## config.mk

```make
export PLATFORM = sky130hd
export DESIGN_NAME = ball_engine
export DESIGN_NICKNAME = d
export VERILOG_FILES = /design/src/rtl/pika_pkg.sv /design/src/rtl/aabb_overlap.sv /design/src/rtl/ball_engine.sv
export SDC_FILE = /design/constraint.sdc
export NUM_CORES = 1
export LEC_CHECK = 0
export ABC_AREA = 1
export BUFFER_PORTS_ARGS = -buffer_cell sky130_fd_sc_hd__buf_2
export CAP_MARGIN = 0
export CORE_MARGIN = 8
export CORE_UTILIZATION = 50
export CTS_CLUSTER_SIZE = 25
export DETAILED_ROUTE_END_ITERATION = 10
export GPL_ROUTABILITY_DRIVEN = 0
export PLACE_DENSITY_LB_ADDON = 0.25
export SLEW_MARGIN = 20
export SYNTH_ARGS = -nofsm -noshare
export SYNTH_HDL_FRONTEND = slang
export SYNTH_HIERARCHICAL = 1
export SYNTH_SLANG_ARGS = --single-unit
```

## constraint.sdc

```tcl
create_clock -name clk -period 10 [get_ports clk]
set_clock_uncertainty 0.1 [all_clocks]
set_input_delay 1 -clock clk [delete_from_list [all_inputs] [get_ports clk]]
set_output_delay 1 -clock clk [all_outputs]
set_load 0.05 [all_outputs]
```

## src/rtl/pika_pkg.sv

```systemverilog
// Shared field geometry, serve points, state type and velocity saturation
// used by the Pikachu volleyball ball engine.
package pika_pkg;

  localparam int FIELD_W          = 320;
  localparam int FIELD_H          = 240;
  localparam int BALL_W           = 30;
  localparam int BALL_H           = 30;
  localparam int PIKA_W           = 41;
  localparam int PIKA_H           = 42;
  localparam int NET_X            = 156;
  localparam int NET_W            = 8;
  localparam int NET_Y            = 150;
  localparam int NET_H            = FIELD_H - NET_Y;
  localparam int FLOOR_Y          = 210;
  localparam int RIGHT_X          = 290;
  localparam int SERVE_X_PLAYER   = 245;
  localparam int SERVE_X_COMPUTER = 45;
  localparam int SERVE_Y          = 40;
  localparam int RESET_X          = 145;

  typedef enum logic [1:0] {
    IDLE,
    HOLD,
    FLIGHT,
    LANDED
  } ball_state_e;

  // Clamp a wide signed velocity into [-vmax, vmax] and narrow it to 6 bits.
  function automatic logic signed [5:0] sat_vel(input logic signed [12:0] v,
                                                input int vmax);
    logic signed [12:0] lim;
    lim = 13'(vmax);
    if (v > lim) return 6'(lim);
    if (v < -lim) return 6'(-lim);
    return 6'(v);
  endfunction

endpackage

```

## src/rtl/aabb_overlap.sv

```systemverilog
// Combinational axis-aligned box overlap test between box A and box B,
// each given by its top-left corner and a compile-time size.
module aabb_overlap
  import pika_pkg::*;
#(
  parameter int A_W = BALL_W,
  parameter int A_H = BALL_H,
  parameter int B_W = PIKA_W,
  parameter int B_H = PIKA_H
) (
  input  logic signed [12:0] a_x,
  input  logic signed [12:0] a_y,
  input  logic signed [12:0] b_x,
  input  logic signed [12:0] b_y,
  output logic               overlap
);

  logic signed [13:0] ax, ay, bx, by;

  // One extra bit so a corner near the 12-bit limit plus a size cannot wrap.
  assign ax = 14'(a_x);
  assign ay = 14'(a_y);
  assign bx = 14'(b_x);
  assign by = 14'(b_y);

  assign overlap = (ax < bx + 14'(B_W)) && (bx < ax + 14'(A_W)) &&
                   (ay < by + 14'(B_H)) && (by < ay + 14'(A_H));

endmodule

```

## src/rtl/ball_engine.sv

```systemverilog
// Per-frame ball physics: serve hold, flight integration, collisions and landing report.
// Net collision is built in only when BALL_ENGINE_NET_EN is defined.
module ball_engine
  import pika_pkg::*;
#(
  parameter int SERVE_DELAY = 60,
  parameter int GRAVITY     = 1,
  parameter int HIT_VY      = 12,
  parameter int VMAX        = 15
) (
  input  logic        clk,
  input  logic        reset_n,
  input  logic        frame_tick,
  input  logic        serve,
  input  logic        serve_to_player,
  output logic        serve_ready,
  input  logic [11:0] player_x_position,
  input  logic [11:0] player_y_position,
  input  logic [11:0] computer_x_position,
  input  logic [11:0] computer_y_position,
  output logic [11:0] ball_x_position,
  output logic [11:0] ball_y_position,
  output logic        ball_active,
  output logic        point_valid,
  output logic        point_to_player,
  input  logic        point_ack
);

  localparam int CNT_W = $clog2(SERVE_DELAY + 1);

  ball_state_e        state_q, state_d;
  logic [11:0]        x_q, x_d, y_q, y_d;
  logic signed [5:0]  vx_q, vx_d, vy_q, vy_d;
  logic [CNT_W-1:0]   cnt_q, cnt_d;
  logic               serve_ready_q, serve_ready_d;
  logic               ball_active_q, ball_active_d;
  logic               point_valid_q, point_valid_d;
  logic               point_to_player_q, point_to_player_d;

  logic signed [12:0] x_s, y_s, nx, ny, px_s, py_s, cx_s, cy_s, hit_dx;
  logic signed [5:0]  vy_g, hit_vx, neg_vx, neg_vy;
  logic               hit_player, hit_computer, net_hit, net_top;
  logic signed [12:0] f_x, f_y;
  logic signed [5:0]  f_vx, f_vy;
  logic               f_land, f_left;

  assign x_s  = $signed({1'b0, x_q});
  assign y_s  = $signed({1'b0, y_q});
  assign px_s = $signed({1'b0, player_x_position});
  assign py_s = $signed({1'b0, player_y_position});
  assign cx_s = $signed({1'b0, computer_x_position});
  assign cy_s = $signed({1'b0, computer_y_position});

  assign vy_g   = sat_vel(13'(vy_q) + 13'(GRAVITY), VMAX);
  assign nx     = x_s + 13'(vx_q);
  assign ny     = y_s + 13'(vy_g);
  assign neg_vx = sat_vel(-13'(vx_q), VMAX);
  assign neg_vy = sat_vel(-13'(vy_g), VMAX);

  // Deflection follows the offset between ball centre and Pikachu centre.
  assign hit_dx = (nx + 13'(BALL_W / 2)) - ((hit_player ? px_s : cx_s) + 13'(PIKA_W / 2));
  assign hit_vx = sat_vel(hit_dx >>> 2, VMAX);

  aabb_overlap #(.A_W(BALL_W), .A_H(BALL_H), .B_W(PIKA_W), .B_H(PIKA_H)) u_player_hit (
    .a_x(nx), .a_y(ny), .b_x(px_s), .b_y(py_s), .overlap(hit_player)
  );

  aabb_overlap #(.A_W(BALL_W), .A_H(BALL_H), .B_W(PIKA_W), .B_H(PIKA_H)) u_computer_hit (
    .a_x(nx), .a_y(ny), .b_x(cx_s), .b_y(cy_s), .overlap(hit_computer)
  );

`ifdef BALL_ENGINE_NET_EN
  aabb_overlap #(.A_W(BALL_W), .A_H(BALL_H), .B_W(NET_W), .B_H(NET_H)) u_net_hit (
    .a_x(nx), .a_y(ny), .b_x(13'(NET_X)), .b_y(13'(NET_Y)), .overlap(net_hit)
  );
`else
  assign net_hit = 1'b0;
`endif

  always_comb begin
    f_x     = nx;
    f_y     = ny;
    f_vx    = vx_q;
    f_vy    = vy_g;
    f_land  = 1'b0;
    net_top = 1'b0;
    if (hit_player || hit_computer) begin
      f_y  = y_s;
      f_vx = hit_vx;
      f_vy = sat_vel(-13'(HIT_VY), VMAX);
    end else begin
      // Landing on top of the net only when the ball was fully above it last frame.
      net_top = net_hit && (y_s + 13'(BALL_H) <= 13'(NET_Y));
      if (net_hit && !net_top) begin
        f_x  = x_s;
        f_vx = neg_vx;
      end else if (nx < 13'sd0) begin
        f_x  = 13'sd0;
        f_vx = neg_vx;
      end else if (nx > 13'(RIGHT_X)) begin
        f_x  = 13'(RIGHT_X);
        f_vx = neg_vx;
      end
      if (net_top) begin
        f_y  = 13'(NET_Y - BALL_H);
        f_vy = neg_vy;
      end else if (ny < 13'sd0) begin
        f_y  = 13'sd0;
        f_vy = neg_vy;
      end else if (ny >= 13'(FLOOR_Y)) begin
        f_y    = 13'(FLOOR_Y);
        f_land = 1'b1;
      end
    end
  end

  assign f_left = (f_x + 13'(BALL_W / 2)) < 13'(FIELD_W / 2);

  always_comb begin
    state_d           = state_q;
    x_d               = x_q;
    y_d               = y_q;
    vx_d              = vx_q;
    vy_d              = vy_q;
    cnt_d             = cnt_q;
    serve_ready_d     = serve_ready_q;
    ball_active_d     = ball_active_q;
    point_valid_d     = point_valid_q;
    point_to_player_d = point_to_player_q;
    case (state_q)
      IDLE: begin
        if (serve && serve_ready_q) begin
          state_d       = HOLD;
          x_d           = serve_to_player ? 12'(SERVE_X_PLAYER) : 12'(SERVE_X_COMPUTER);
          y_d           = 12'(SERVE_Y);
          vx_d          = '0;
          vy_d          = '0;
          cnt_d         = '0;
          serve_ready_d = 1'b0;
          ball_active_d = 1'b1;
        end
      end
      HOLD: begin
        if (frame_tick) begin
          if (cnt_q == CNT_W'(SERVE_DELAY - 1)) state_d = FLIGHT;
          else cnt_d = cnt_q + 1'b1;
        end
      end
      FLIGHT: begin
        if (frame_tick) begin
          x_d  = 12'(f_x);
          y_d  = 12'(f_y);
          vx_d = f_vx;
          vy_d = f_vy;
          if (f_land) begin
            state_d           = LANDED;
            vx_d              = '0;
            vy_d              = '0;
            ball_active_d     = 1'b0;
            point_valid_d     = 1'b1;
            point_to_player_d = f_left;
          end
        end
      end
      LANDED: begin
        if (point_ack && point_valid_q) begin
          state_d       = IDLE;
          point_valid_d = 1'b0;
          serve_ready_d = 1'b1;
        end
      end
      default: state_d = IDLE;
    endcase
  end

  always_ff @(posedge clk) begin
    if (!reset_n) begin
      state_q           <= IDLE;
      x_q               <= 12'(RESET_X);
      y_q               <= 12'(SERVE_Y);
      vx_q              <= '0;
      vy_q              <= '0;
      cnt_q             <= '0;
      serve_ready_q     <= 1'b1;
      ball_active_q     <= 1'b0;
      point_valid_q     <= 1'b0;
      point_to_player_q <= 1'b0;
    end else begin
      state_q           <= state_d;
      x_q               <= x_d;
      y_q               <= y_d;
      vx_q              <= vx_d;
      vy_q              <= vy_d;
      cnt_q             <= cnt_d;
      serve_ready_q     <= serve_ready_d;
      ball_active_q     <= ball_active_d;
      point_valid_q     <= point_valid_d;
      point_to_player_q <= point_to_player_d;
    end
  end

  assign serve_ready     = serve_ready_q;
  assign ball_active     = ball_active_q;
  assign point_valid     = point_valid_q;
  assign point_to_player = point_to_player_q;
  assign ball_x_position = x_q;
  assign ball_y_position = y_q;

endmodule
```

# After elaboration in Yosys (flattened, before gate mapping)
# Cells that the tools add are included.
op_classes:
  n_addsub: 16
  shift: 0
  multipliers: 0
  n_div: 0
  n_reduce_logical: 23
  magnitude_cmp: 21
  n_eq_ne: 13
  muxes: 78
  n_bitwise: 0
ops:
  columns: ["operator", "count"]
  rows:
  - ["$mux 6", 28]
  - ["$lt 13x14->1", 8]
  - ["$mux 12", 8]
  - ["$add 12x6->13 const B", 4]
  - ["$pmux 12 s2", 2]
  - ["$mux 13", 3]
  - ["$pmux 6 s2", 3]
  - ["$add 13x6->14 const B", 2]
  - ["$add 13x5->13 const B", 2]
  - ["$add 13x6->13", 2]
  - ["$gt 13x5->1 const B", 2]
  - ["$lt 13x1->1 const B", 2]
  - ["$lt 13x5->1 const B", 2]
  - ["$neg 6->13", 2]
  - ["$mux 1", 23]
  - ["$reduce_and 4->1", 5]
  - ["$ne 2x2->1 const B", 8]
  - ["$add 12x5->13 const B", 1]
  - ["$ge 13x9->1 const B", 1]
  - ["$gt 13x10->1 const B", 1]
  - ["$lt 13x9->1 const B", 1]
  - ["$sub 13x13->13", 1]
  - ["$mux 2", 6]
  - ["$gt 11x5->1 const B", 1]
  - ["18 further kinds", 33]
totals:
  ramBits: 0
  mem_count: 0
  inputBits: 54
  latchBits: 0
  mem_bits_ro: 0
  ff_bits: 48

# Logic depth before layout (Yosys ltp)
logic_depth:
  word_depth: 22
  depth_mapped: 63
  depth_no_buf: 62

# By module
# The synthesis kept the hierarchy.
by_module_without_submodules:
  columns: ["module", "n_inst", "area_each_um2", "seq_area_each_um2", "cells_per_inst"]
  rows:
  - ["ball_engine", 1, 5421.4, 960.9, 914]
  - ["aabb_overlap at u_computer_hit", 1, 2174.6, 0.0, 365]
  - ["aabb_overlap at u_player_hit", 1, 2148.3, 0.0, 364]

# Worst setup path after synthesis
# No wires, ideal clock.
synth_timing:
  path_kind: "flip-flop to flip-flop"
  startpoint: "register vy_q[0]"
  endpoint: "register vx_q[1]"
  path_buffers: 1
  path_stages_with_launch: 57
  arrival_time_ns: 6.635
  setup_slack_ns: 3.194
  period_less_slack_ns: 6.806
  path_cell_list: "dfxtp_1 ha_1 nand2_2 nor2_1 xor2_1 a21oi_1 nand2_1 nand2_1 nand3_1 ha_1 inv_1 fa_1 inv_1 nand3_1 nand2_1 nand2_1 nand3b_1 nand4_1 [21 not listed] ha_1 inv_1 ha_1 a21oi_1 o21ai_0 a21oi_1 nand3b_1 nand2_1 nand2_1 nand2_1 inv_1 nand2_1 nand2_1 nand3_1 nand3_1 nor2_1 nand2_1 a21oi_1"
synth_via:
  elab_chain_len: 22
synth_rtl:
  columns: ["item", "line_no", "rtl"]
  rows:
  - ["from (decl)", "ball_engine.sv:33", "logic signed [5:0] vx_q, vx_d, vy_q, vy_d;"]
  - ["from (signal assigned)", "ball_engine.sv:193", "vy_q <= vy_d;"]
  - ["$add 6x2->7 (*)", "ball_engine.sv:54", "assign vy_g = sat_vel(13'(vy_q) + 13'(GRAVITY), VMAX);"]
  - ["$lt 7x5->1", "pika_pkg.sv:35", "if (v < -lim) return 6'(-lim);"]
  - ["$mux 1 (2 in series)", "pika_pkg.sv:35", null]
  - ["$mux 6", "pika_pkg.sv:36", "return 6'(v);"]
  - ["$mux 6 (*)", "pika_pkg.sv:35", null]
  - ["$add 13x6->13 (*)", "ball_engine.sv:56", "assign ny = y_s + 13'(vy_g);"]
  - ["via ny[8]", "ball_engine.sv:40", "logic signed [12:0] x_s, y_s, nx, ny, px_s, py_s, cx_s, cy_s, hit_dx;"]
  - ["$add 13x6->14 / $lt 13x14->1 (equally long branches)", "aabb_overlap.sv:27", "(ay < by + 14'(B_H)) && (by < ay + 14'(A_H));"]
  - ["[2 not listed]", null, null]
  - ["via hit_player", "ball_engine.sv:42", "logic hit_player, hit_computer, net_hit, net_top;"]
  - ["[3 not listed]", null, null]
  - ["$lt 11x5->1", "pika_pkg.sv:35", null]
  - ["$mux 1 (2 in series)", "pika_pkg.sv:35", null]
  - ["$mux 6", "pika_pkg.sv:36", null]
  - ["$mux 6", "pika_pkg.sv:35", null]
  - ["$mux 6", "ball_engine.sv:87", "if (hit_player || hit_computer) begin"]
  - ["$mux 6", "ball_engine.sv:155", "if (f_land) begin"]
  - ["$mux 6", "ball_engine.sv:150", "if (frame_tick) begin"]
  - ["$pmux 6 s2", "ball_engine.sv:130", "case (state_q)"]
  - ["to (signal assigned)", "ball_engine.sv:192", "vx_q <= vx_d;"]
  - ["to (decl)", "ball_engine.sv:33", null]
# Mark *: on every way through the listed nets, which the timed path passes. The rest lies on a longest branch. The select of a mux whose other input is x is not followed.
# A chain may end at the register's enable or synchronous reset.

# Worst setup path in the final report
layout_timing:
  startpoint: "register vy_q[0]"
  endpoint: "register vx_q[3]"
# The elaborated chain is that of the path after synthesis.

==> out/metrics.csv <==
stage,metric,value,unit
floorplan,FP Rows,51,
logic_synthesis,Post-synth EDFFs,0,
global_routing,grt total ovfl,0,
clocking,post-cts sizing count,0,
global_routing,initial antenna violation count,0,
floorplan,Initial Utilization,50.56,%
global_routing,met3 Use GR,2.604,%
clocking,CTS root buf,clkbuf_16,
logic_synthesis,Yosys top cell area share,21.30,%
worst_setup_path,cell family contributing the most delay on the critical path,simple AND/OR/NAND/NOR gates,
sta,FMAX,118.2,MHz
finish,ant diodes,0,
logic_synthesis,"area leader, netlist",nand2_1,
worst_setup_path,Worst Path Buf+Inv,7,
logic_synthesis,adder-cell share of the synthesized area,21.03,%
power,P per Cell Area,206.5,mW/mm2
worst_hold_path,Hold Crit Class,reg -> reg,
floorplan,die width,155.6,um
finish,Util after Layout,55.17,%
worst_setup_path,crit path from,vy_q[0],
worst_setup_path,critical path's most frequent cell,nand2_1,
power,worst vdd ir,0.0001984,V
routing,Initial DRC Count,579,
logic_synthesis,top-count cell post-synth,nand2_1,
floorplan,Die ar.,0.02421,mm2
run_status,status,completed,
clocking,clk sinks,48,
global_routing,first-pass GRT wire length,44860,um
placed_design,PortBufs,81,
routing,drt first pass iters,5,
routing,via count,10330,
worst_setup_path,startpoint types,register,
finish,ratio of cells with drive above 1 in the final layout,9.573,%
worst_setup_path,CP Class,reg -> reg,
logic_synthesis,mux share of post-synthesis cell area,0.1027,%
sta,post-route minimum period,8.462,ns
power,static leakage,5.838,nW
floorplan,die height,155.6,um
sta,TNS Setup,0,ns
routing,DRT antenna net count,0,
global_routing,grt peak-use layer,met2,
worst_setup_path,"Largest stage delay, worst path",0.67,ns
worst_hold_path,Hold Path Origin,ball_y_position[11],
finish,Storage cell area,960.9,um2
routing,Routed WL per cell,13.44,um
worst_setup_path,WP data arrival,8.57,ns
logic_synthesis,synth unique cells,50,
logic_synthesis,post-synthesis compound-gate area fraction,10.57,%
logic_synthesis,Most used DFF post-synth,dfxtp_1,
logic_synthesis,cell count after synthesis,1643,
routing,vias per cell,5.168,
clocking,H-tree levels,2,
logic_synthesis,Post-Syn Area,0.009744,mm2
routing,total wire length after detailed routing,26870,um
logic_synthesis,syn_area_per_cell,5.931,um2
logic_synthesis,register area share after synthesis,9.861,%
clocking,CTS max path bufs,2,
global_routing,GR Util met2,39.85,%
routing,DRC errors left,0,
global_routing,vias in the first global route,9698,
logic_synthesis,dominant cells by area after synthesis,"nand2_1 21%, ha_1 20%, dfxtp_1 9.9%",
worst_setup_path,CP endpoint kind,register,
clocking,Num CTS Buffers,5,
worst_setup_path,WP data required,10.11,ns
logic_synthesis,Post-Synth XOR/XNOR Area,7.717,%
sta,final hold viol count,0,
clocking,clk_lat worst skew,0.30,ns
clocking,hold buffers post-CTS,0,
worst_setup_path,Crit Reg-Reg Startpoint,vy_q[0],
finish,Layout fillers,2044,
finish,Final Instance Area,0.01063,mm2
logic_synthesis,Post-synth top cells,"553 x nand2_1, 246 x inv_1, 159 x ha_1",
floorplan,I/O Pins,82,
global_routing,pin count of the biggest net entering global routing,31,
clocking,# Post-CTS Setup Buffers,0,
sta,Rel. slew slack,33.86,%
placed_design,Final HPWL DP,22330,um
sta,Worst Tran Pin Value,0.9861,ns
logic_synthesis,simple-gate portion of the synthesized area,39.66,%
worst_setup_path,slowest CP cell,nor2_1,
sta,Final period util,84.62,%
floorplan,Core Box Area,0.01927,mm2
clocking,TritonCTS clock tree,built,
sta,Hold WS,0.3789,ns
run,maxcap violations,0,
finish,footprint of the multi-input gates,0.007766,mm2
finish,Layout area overhead,9.117,%
sta,RSZ-0062 raised after global routing,false,
logic_synthesis,"FF+latch count, synth",48,
global_routing,GR Util met1,27.11,%
sta,final setup fails,0,
finish,Nets,1949,
clocking,Worst-path clk slew,0.08,ns
global_routing,GRT Util Overall,22.10,%
logic_synthesis,main combinational cell family by area after synthesis,simple AND/OR/NAND/NOR gates,
logic_synthesis,Synth async-reset ratio,0,%
placed_design,Placed Area,0.01048,mm2
worst_setup_path,Worst Path Max Fanout,14,
logic_synthesis,Yosys warnings,6,
sta,Slew Limit Fails,0,
state kept, by name, indices dropped and copies added, names as in the netlist:
| name | count |
|---|---|
| ball_x_position | 12 |
| ball_y_position | 12 |
| cnt_q | 6 |
| vx_q | 6 |
| vy_q | 6 |
| state_q | 2 |
| ball_active | 1 |
| point_to_player | 1 |
| point_valid | 1 |
| serve_ready | 1 |
logic make-up (layout without fill, tap and decap cells):
kind of cell | Yosys count | count (layout)
simple gates | 884 | 884
buf+inv | 280 | 356
compound gates | 182 | 182
fa+ha+maj | 162 | 162
xor+xnor | 85 | 85
flops | 48 | 48
other cells | 1 | 16
mux | 1 | 1
layer usage:
| layer | vias to the layer above | wire length, um |
|---|---|---|
| li1 | 5420 | - |
| met1 | 4582 | 11960 |
| met2 | 283 | 12700 |
| met3 | 46 | 1615 |
| met4 | 0 | 588 |
| met5 | - | 0 |
report_power, final:
part           switching [mW]  internal [mW]
sequential             0.0344          0.225
combinational            1.16          0.589
clock                  0.0830          0.102
path summary, 6_finish.rpt:
kind	slack [ns]	to	cells past startpoint
worst max-delay path	1.54	vx_q[3]	53
worst max register to register	1.54	vx_q[3]	53
worst min register to register	0.38	ball_y_position[11]	2
worst min-delay path	0.38	ball_y_position[11]	2
worst register-to-register path: cells and delay by family (launching register included):
kind / cells / cell delay [ns]
buffers and inverters: 7 / 0.99
and+or+nand+nor: 34 / 4.22
xor gates and xnor gates: 1 / 0.15
AOI/OAI and AO/OA: 5 / 0.79
DFF: 1 / 0.37
adders and majority gates: 6 / 1.79
area by class of cell:
cell class,count,share of cell area [%]
inverter,265,9.379
clock buffer,6,1.306
clock inverter,2,0.1647
multi-input combinational,1330,73.04
tap,265,3.118
timing repair buffer,83,3.954
sequential,48,9.037
through the flow:
stage	std cells	power, mW	worst slack, ns
global route	1999	2.446	0.5853
CTS	1999	2.184	1.614
global placement	1991	1.968	1.898
finish	1999	2.195	1.538
floorplan	1658	1.582	3.194
detailed placement	1991	1.992	1.659
layout by cell type (no fill, tap or decap), types with 6 or more instances in the layout:
cell type,instances
a21o_1,9
a21oi_1,90
buf_2,81
conb_1,16
dfxtp_1,48
ha_1,159
inv_1,245
inv_2,14
nand2_1,553
nand2_2,10
nand3_1,110
nand3b_1,7
nand4_1,29
nor2_1,113
nor2_2,14
nor2_4,6
nor3_1,17
nor3_2,9
o21ai_0,39
o21ai_1,15
xnor2_1,33
xor2_1,51
No activity file was read; power rests on OpenSTA's default activity.
